### src/rtl/bcd_updown_counter.sv
// bcd_updown_counter
//
// Multi-digit packed-BCD up/down counter. Each digit counts natively in BCD.
// A carry/borrow chain, resolved within one cycle, links the digits.
// It supports:
// - a synchronous parallel load with a BCD validity check,
// - wrap or saturate behaviour at the count limits, selected by WRAP.
//
// Parameters:
//   DIGITS   number of BCD digits (1..8); range 0 .. 10^DIGITS-1
//   WRAP     1 = wrap at the limits, 0 = saturate at the limits
//
// Ports:
//   clk       rising-edge clock
//   reset     asynchronous active-high reset; clears q, ovf, load_err
//   en        count enable (ignored while load=1)
//   up        direction: 1 = increment, 0 = decrement
//   load      synchronous load request, priority over en
//   d         load value, digit i at d[4i+3:4i], digit 0 least significant
//   q         current count, same layout as d
//   tc        terminal count (combinational): all-9 when up, zero when down
//   ovf       one-cycle registered pulse on a count step taken while tc=1
//   load_err  one-cycle registered pulse when a load carries a nibble > 9
module bcd_updown_counter #(
  parameter int unsigned DIGITS = 2,
  parameter bit          WRAP   = 1'b1
) (
  input  logic                  clk,
  input  logic                  reset,
  input  logic                  en,
  input  logic                  up,
  input  logic                  load,
  input  logic [4*DIGITS-1:0]   d,
  output logic [4*DIGITS-1:0]   q,
  output logic                  tc,
  output logic                  ovf,
  output logic                  load_err
);

  localparam int unsigned W = 4 * DIGITS;

  logic [W-1:0]      q_q, q_d;
  logic              ovf_q, ovf_d;
  logic              load_err_q, load_err_d;

  // inc_step[i] / dec_step[i]: all lower digits are 9 / 0, so digit i moves.
  logic [DIGITS-1:0] inc_step, dec_step;
  logic              all_nine, all_zero;
  logic              d_valid;
  logic [W-1:0]      q_stepped;

  // Carry/borrow chain and load validity. A running AND is used instead of
  // a self-referencing prefix vector so the chain stays a clean comb cone.
  always_comb begin
    logic run9;
    logic run0;
    logic dv;
    run9 = 1'b1;
    run0 = 1'b1;
    dv   = 1'b1;
    inc_step = '0;
    dec_step = '0;
    for (int i = 0; i < DIGITS; i++) begin
      inc_step[i] = run9;
      dec_step[i] = run0;
      run9 = run9 & (q_q[4*i +: 4] == 4'd9);
      run0 = run0 & (q_q[4*i +: 4] == 4'd0);
      dv   = dv & (d[4*i +: 4] <= 4'd9);
    end
    all_nine = run9;
    all_zero = run0;
    d_valid  = dv;
  end

  assign tc = up ? all_nine : all_zero;

  // One BCD step in the current direction. At the limits every digit rolls
  // over, which is exactly the wrap result (all-9 -> 0, 0 -> all-9).
  always_comb begin
    logic [3:0] dig;
    q_stepped = q_q;
    for (int i = 0; i < DIGITS; i++) begin
      dig = q_q[4*i +: 4];
      if (up && inc_step[i]) begin
        q_stepped[4*i +: 4] = (dig == 4'd9) ? 4'd0 : dig + 4'd1;
      end else if (!up && dec_step[i]) begin
        q_stepped[4*i +: 4] = (dig == 4'd0) ? 4'd9 : dig - 4'd1;
      end
    end
  end

  // Priority: load > en > hold. A rejected load blocks counting as well.
  always_comb begin
    q_d        = q_q;
    ovf_d      = 1'b0;
    load_err_d = 1'b0;
    if (load) begin
      if (d_valid) begin
        q_d = d;
      end else begin
        load_err_d = 1'b1;
      end
    end else if (en) begin
      ovf_d = tc;
      // Saturating build holds at the limit but still flags every attempt.
      if (!tc || WRAP) begin
        q_d = q_stepped;
      end
    end
  end

  always_ff @(posedge clk or posedge reset) begin
    if (reset) begin
      q_q        <= '0;
      ovf_q      <= 1'b0;
      load_err_q <= 1'b0;
    end else begin
      q_q        <= q_d;
      ovf_q      <= ovf_d;
      load_err_q <= load_err_d;
    end
  end

  assign q        = q_q;
  assign ovf      = ovf_q;
  assign load_err = load_err_q;

endmodule

### config.mk
export PLATFORM = sky130hd
export DESIGN_NAME = bcd_updown_counter
export DESIGN_NICKNAME = d
export VERILOG_FILES = /design/src/rtl/bcd_updown_counter.sv
export SDC_FILE = /design/constraint.sdc
export NUM_CORES = 1
export LEC_CHECK = 0
export CORE_MARGIN = 4
export CORE_UTILIZATION = 30
export CTS_CLUSTER_DIAMETER = 80
export DETAILED_ROUTE_END_ITERATION = 8
export PLACE_DENSITY = 0.54
export SLEW_MARGIN = 25
export SYNTH_ARGS = -nofsm -noshare
export SYNTH_HDL_FRONTEND = slang
export SYNTH_SLANG_ARGS = --single-unit
export TNS_END_PERCENT = 1
### constraint.sdc
create_clock -name clk -period 1.9 [get_ports clk]
set_input_delay 0.285 -clock clk [delete_from_list [all_inputs] [get_ports clk]]
set_output_delay 0.285 -clock clk [all_outputs]
set_load 0.03 [all_outputs]
==> results.py, run 1 <==
metrics = {
    "status": {
        "outcome": "complete, but fails checks",
        "violations": "setup timing",
    },
    "drt": {
        "vias_per_cell": 5.262,
        "drc": 0,
        "vias": 963,
        "dr.pass1.iters": 4,
        "drt_iter0_markers": 30,
        "antenna_left": 0,
        "post_drt_wl_per_cell_um": 14.77,
        "wl_um": 2702,
    },
    "place": {
        "port-buffer-count": 23,
        "dp_cells": 170,
        "place_ws_ns": -0.2543,
        "hpwlAfterDp_um": 1948,
        "gp_congestion": 0.7623,
    },
    "floorplanning": {
        "die_w_um": 62.50,
        "rows": 19,
        "die_h_um": 62.50,
        "io_pins": 24,
        "start_util": 0.3176,
        "dieArea_um2": 3906,
        "coreArea_um2": 2805,
    },
    "finish": {
        "final_cells": 183,
        "nNetsFinal": 166,
        "syn_to_final_growth_pct": 57.73,
        "antennaDiodeCount": 0,
        "drive_gt1_frac": 0.3092,
    },
    "synth": {
        "synth_edf_count": 0,
        "ys.flop_type": "dfrtp_1",
        "yosysTopAreaCell": "dfrtp_1",
        "synth_area_um2": 890.9,
        "ys_ff_latch": 10,
        "synthTopCellsByArea": "dfrtp_1, nand2_1, buf_2",
        "syn-instance-count": 108,
        "synthArstFlopShare": 1.000,
        "avgSynthCellArea_um2": 8.249,
        "synth.distinct_cells": 47,
        "synth_fp_nets": 121,
        "ys_warn_count": 0,
        "synth-seq-area-share": 0.2809,
        "yosys.area.top_type_share": 0.2809,
    },
    "grt": {
        "grt_usage": 0.1483,
        "grt_overflow": 0,
        "grt_busiest_layer": "met2",
        "grt_max_degree": 16,
        "grt_pass1_vias": 977,
        "use_met2": 0.2357,
        "grt_use_met3": 0.04676,
        "grt_pass1_wl_um": 4698,
        "use_met1": 0.1958,
        "antenna_found_initial": 0,
    },
    "setup_path": {
        "cp_slowest_cell": "or3b_4",
        "r2r_start": "q[3]",
        "worstSetupPathType": "flop to primary output",
        "r2r_setup_slack_ns": -0.04,
        "path_max_fanout": 2,
        "path_buf_inv": 1,
        "crit_path_end_kind": "primary output",
        "crit_start": "q[2]",
        "path_cells": "or3b_4 > nor2_4 > nand3_2 > a211oi_4 > buf_6",
        "rr_worst_depth": 6,
        "max_stage_delay_ns": 0.41,
        "startpoint_type": "flop",
        "required_ns": 1.62,
        "r2r-end": "q[5]",
        "cp.arrival_ns": 1.66,
        "endpoint": "tc",
        "cp.depth": 5,
        "critPathTopFamily": "simple AND/OR/NAND/NOR gates",
    },
    "hold_path": {
        "min_path_type": "primary input to async pin",
    },
    "sta": {
        "fmaxAchievable_mhz": 515.2,
        "fin_crit_sh": 1.022,
        "period_minus_slack_ns": 1.941,
        "skew_ns": 0.003648,
        "worstMarginPinSlew_ns": 0.5342,
        "layout_setup_ws_ns": -0.04095,
        "drv_slew": 0,
        "rsz0062_at_grt": "yes",
        "finalHoldViolations": 0,
        "relSlewSlack": 0.6414,
        "setup_violations": 2,
    },
    "job": {
        "drv_cap": 0,
    },
    "clock_network": {
        "h-tree-depth": 1,
        "clock_sinks": 10,
        "cts_buffers": 3,
        "clk_pin_slew_ns": 0.07,
        "insertion_delay_ns": 0.27,
        "cts_tree": "yes",
        "clockBufferDepth": 2,
        "root_buffer": "clkbuf_4",
    },
    "pwr": {
        "peakVddDrop_mv": 0.4068,
        "power.density_nw_per_um2": 844.8,
        "total_leakage_power_uw": 0.0005942,
    },
}
[state kept, by name (all words and copies together), names as in the netlist]
signal    count
q             8
ovf           1
load_err      1
[logic make-up after synthesis]
logic type | Yosys count | share of synthesized area
AND/OR/NAND/NOR | 39 | 0.2458
AO/OA/AOI/OAI | 33 | 0.2865
buffers and inverters | 18 | 0.1011
flip-flops | 10 | 0.2809
XOR/XNOR | 4 | 0.03933
multiplexers | 4 | 0.04635
[cell usage in the layout, fill, tap and decap left out, types with 2 or more instances in the layout]
cell type / n
clkbuf_4: 3
o21ai_0: 3
xor2_1: 2
buf_6: 2
xnor2_1: 2
a311oi_1: 2
dlymetal6s2s_1: 3
dfrtp_1: 9
or3_4: 2
mux2i_1: 3
o31ai_1: 2
nand2_2: 2
o211ai_1: 4
nor2b_1: 2
nor3_1: 3
clkdlybuf4s50_1: 19
nand3_1: 3
a211o_1: 2
nand3b_1: 2
buf_4: 26
nand2_1: 10
nor2_1: 3
a21oi_1: 5
o21ai_1: 2
and2_1: 2
inv_1: 7
[worst min-delay path by stage]
stage	from	endpoint	slack, ns
after CTS	reset	load_err	0.32
after floorplan	reset	load_err	0.13
final	reset	load_err	0.31
after detailed placement	reset	load_err	0.62
after global placement	reset	load_err	0.61
after global routing	reset	load_err	0.36
[cell usage after synthesis, types with 3 or more instances]
library cell  number
buf_2              6
nand2_1           12
nor2_1             3
dfrtp_1           10
nor3_1             3
mux2i_1            3
inv_1              7
o211ai_1           4
nand3_1            4
o21ai_0            3
a21oi_1            5
[power breakdown]
group	leakage, uW	internal (uW)	total, uW	switching [uW]
clock network	0.0000150	81.3	160	79.1
registers	0.000122	255	310	55.3
logic	0.000457	344	716	372
total	0.000594	680	1190	507
[area by class of cell]
| cell class | count | area, um2 |
|---|---|---|
| fillers | 287 | 1400 |
| multi-input cells | 80 | 601.8 |
| repair buffers | 51 | 460.4 |
| flip-flops and latches | 10 | 251.5 |
| well taps | 31 | 38.79 |
| clock buffers | 4 | 26.28 |
| inverters | 7 | 26.28 |
[per-layer routing]
metal / part of all wire / up-vias / wire (um)
li1: - / 484 / -
met4: 0 / 0 / 0
met5: 0 / - / 0
met2: 0.47 / 28 / 1282
met1: 0.48 / 451 / 1306
met3: 0.041 / 0 / 112
[repair_timing]
action	in CTS	in global routing
pin swaps	7	4
gates cloned	0	0
setup buffers	3	6
setup endpoints to repair	1	7
hold buffers	0	0
resized for setup	5	7
[per-stage QoR]
| stage | power (uW) | util | hold slack [ns] | area (um2) | setup TNS (ns) |
|---|---|---|---|---|---|
| after floorplan | 722.6 | - | 0.1251 | 923.4 | -0.1929 |
| after global placement | 943.1 | 0.4523 | 0.6080 | 1269 | -0.9645 |
| after detailed placement | 949.1 | 0.4523 | 0.6228 | 1269 | -1.078 |
| after CTS | 1147 | 0.4768 | 0.3231 | 1338 | -0.1305 |
| after global routing | 1283 | 0.5009 | 0.3602 | 1405 | -0.4875 |
| final | 1187 | 0.5009 | 0.3099 | 1405 | -0.07884 |
Note: power is estimated with default switching activity, not from simulation.
==> inputs of run 2 (changes only) <==
CTS_BUF_LIST = sky130_fd_sc_hd__clkbuf_4   (was unset)
SETUP_SLACK_MARGIN = 0.5   (was unset)
==> run 2 against run 1 <==
  * The flow still finishes with violations (setup timing)
  * Clock skew decreased by 0.0020 ns
  * Worst hold slack improved by 0.00099 ns
  * Routed wire length decreased by 0.63%
  * Largest power group unchanged
==> results.py, run 2 (same netlist as run 1, synthesis figures left out) <==
metrics = {
    "status": {
        "outcome": "complete, but fails checks",
        "violations": "setup timing",
    },
    "floorplanning": {
        "die_h_um": 62.50,
        "start_util": 0.3176,
        "dieArea_um2": 3906,
        "die_w_um": 62.50,
        "coreArea_um2": 2805,
        "rows": 19,
        "io_pins": 24,
    },
    "drt": {
        "antenna_left": 0,
        "wl_um": 2685,
        "drc": 0,
        "post_drt_wl_per_cell_um": 14.83,
        "dr.pass1.iters": 4,
        "vias": 965,
        "vias_per_cell": 5.331,
        "drt_iter0_markers": 24,
    },
    "sta": {
        "period_minus_slack_ns": 1.984,
        "finalHoldViolations": 0,
        "fin_tns_setup_ns": -0.1251,
        "fin_crit_sh": 1.044,
        "worstMarginPinSlew_ns": 0.4886,
        "skew_ns": 0.001602,
        "drv_slew": 0,
        "relSlewSlack": 0.6734,
        "setup_violations": 2,
        "layout_setup_ws_ns": -0.08387,
        "fmaxAchievable_mhz": 504.1,
        "holdWs_ns": 0.3109,
        "rsz0062_at_grt": "yes",
    },
    "setup_path": {
        "crit_start": "q[3]",
        "startpoint_type": "flop",
        "r2r_start": "q[3]",
        "cp.arrival_ns": 2.19,
        "path_max_fanout": 3,
        "worstSetupPathType": "flop to flop",
        "crit_path_end_kind": "flop",
        "required_ns": 2.10,
    },
    "job": {
        "drv_cap": 0,
    },
    "grt": {
        "antenna_found_initial": 0,
        "grt_pass1_vias": 975,
        "grt_usage": 0.1483,
        "grt_max_degree": 16,
        "grt_overflow": 0,
        "grt_pass1_wl_um": 4698,
    },
    "finish": {
        "fillers": 285,
        "fin_area_um2": 1415,
        "layout_commonest_cell": "buf_4",
        "syn_to_final_growth_pct": 58.85,
        "mostFrequentLayoutCells": "buf_4, clkdlybuf4s50_1, nand2_1, inv_1, dfrtp_1",
        "largest_register_ffs": 8,
        "drive_gt1_frac": 0.3800,
        "antennaDiodeCount": 0,
        "nNetsFinal": 164,
        "final_util": 0.5045,
    },
    "pwr": {
        "power.density_nw_per_um2": 846.1,
        "peakVddDrop_mv": 0.4095,
        "total_leakage_power_uw": 0.0005981,
    },
    "clock_network": {
        "cts_buffers": 3,
        "h-tree-depth": 1,
        "clk_pin_slew_ns": 0.07,
        "cts_tree": "yes",
        "clock_sinks": 10,
        "root_buffer": "clkbuf_4",
        "clockBufferDepth": 2,
        "hold_buffers": 0,
        "insertion_delay_ns": 0.27,
    },
    "hold_path": {
        "min_path_type": "primary input to async pin",
    },
    "place": {
        "place_area_um2": 1269,
        "gp_congestion": 0.7623,
        "hpwlAfterDp_um": 1948,
        "port-buffer-count": 23,
    },
}
-- run 2: changes by cell type in the layout (fill, tap and decap cells not counted), sizes merged --
cell	before	now
clkdlybuf4s50	19	11
clkdlybuf4s15	0	2
dlygate4sd2	0	5
clkbuf	4	5
dlymetal6s2s	3	1
-- run 2: final timing paths --
kind                            cells after the start  slack, ns  endpoint
min in group clk                                    3       0.57      q[0]
worst min register to register                      2       0.63      q[4]
worst max register to register                      6      -0.08      q[5]
worst min-delay path                                2       0.31  load_err
max in group asynchronous                           2       1.26      q[4]
worst max-delay path                                6      -0.08      q[5]
-- run 2: what timing repair did --
| action | CTS | global route |
|---|---|---|
| setup endpoints to repair | 20 | 14 |
| endpoints found under the hold margin | 0 | 0 |
| gates resized for setup | 29 | 18 |
| pin swaps | 10 | 8 |
| buffers inserted | 3 | 4 |
-- run 2: power breakdown --
group	leakage (uW)	switching [uW]	internal, uW
Combinational	0.000460	378	326
Clock	0.0000184	80.6	95.6
Sequential	0.000120	59.4	258
Total	0.000598	518	679
-- run 2: area by class of cell --
class | count | area, um2 | area share
multi-input cells | 80 | 631.9 | 0.4465
repair buffers | 49 | 434.2 | 0.3068
flip-flops and latches | 10 | 254.0 | 0.1795
inverters | 7 | 26.28 | 0.01857
well taps | 31 | 38.79 | 0.02741
clock buffers | 4 | 30.03 | 0.02122
-- run 2: through the flow --
stage	std cells	setup slack, ns	total power [uW]
after global routing	181	-0.1541	1292
after global placement	170	-0.2711	943.1
after floorplan	108	-0.07183	722.6
after CTS	177	-0.08647	1134
final	181	-0.08387	1197
after detailed placement	170	-0.2543	949.1
-- run 2: per-layer routing --
layer / global-route usage / share of wire
met4: 0.03306 / 0
met5: 0 / 0
met3: 0.04676 / 0.050
met2: 0.2357 / 0.47
met1: 0.1958 / 0.48
-- run 2: worst max-delay path, cell delays in order, from the launching register on --
cell,delay (ns)
dfrtp_2,0.43
buf_6,0.12
or3_4,0.33
a2111oi_4,0.46
o211ai_1,0.16
mux2_4,0.29
o21ai_2,0.13
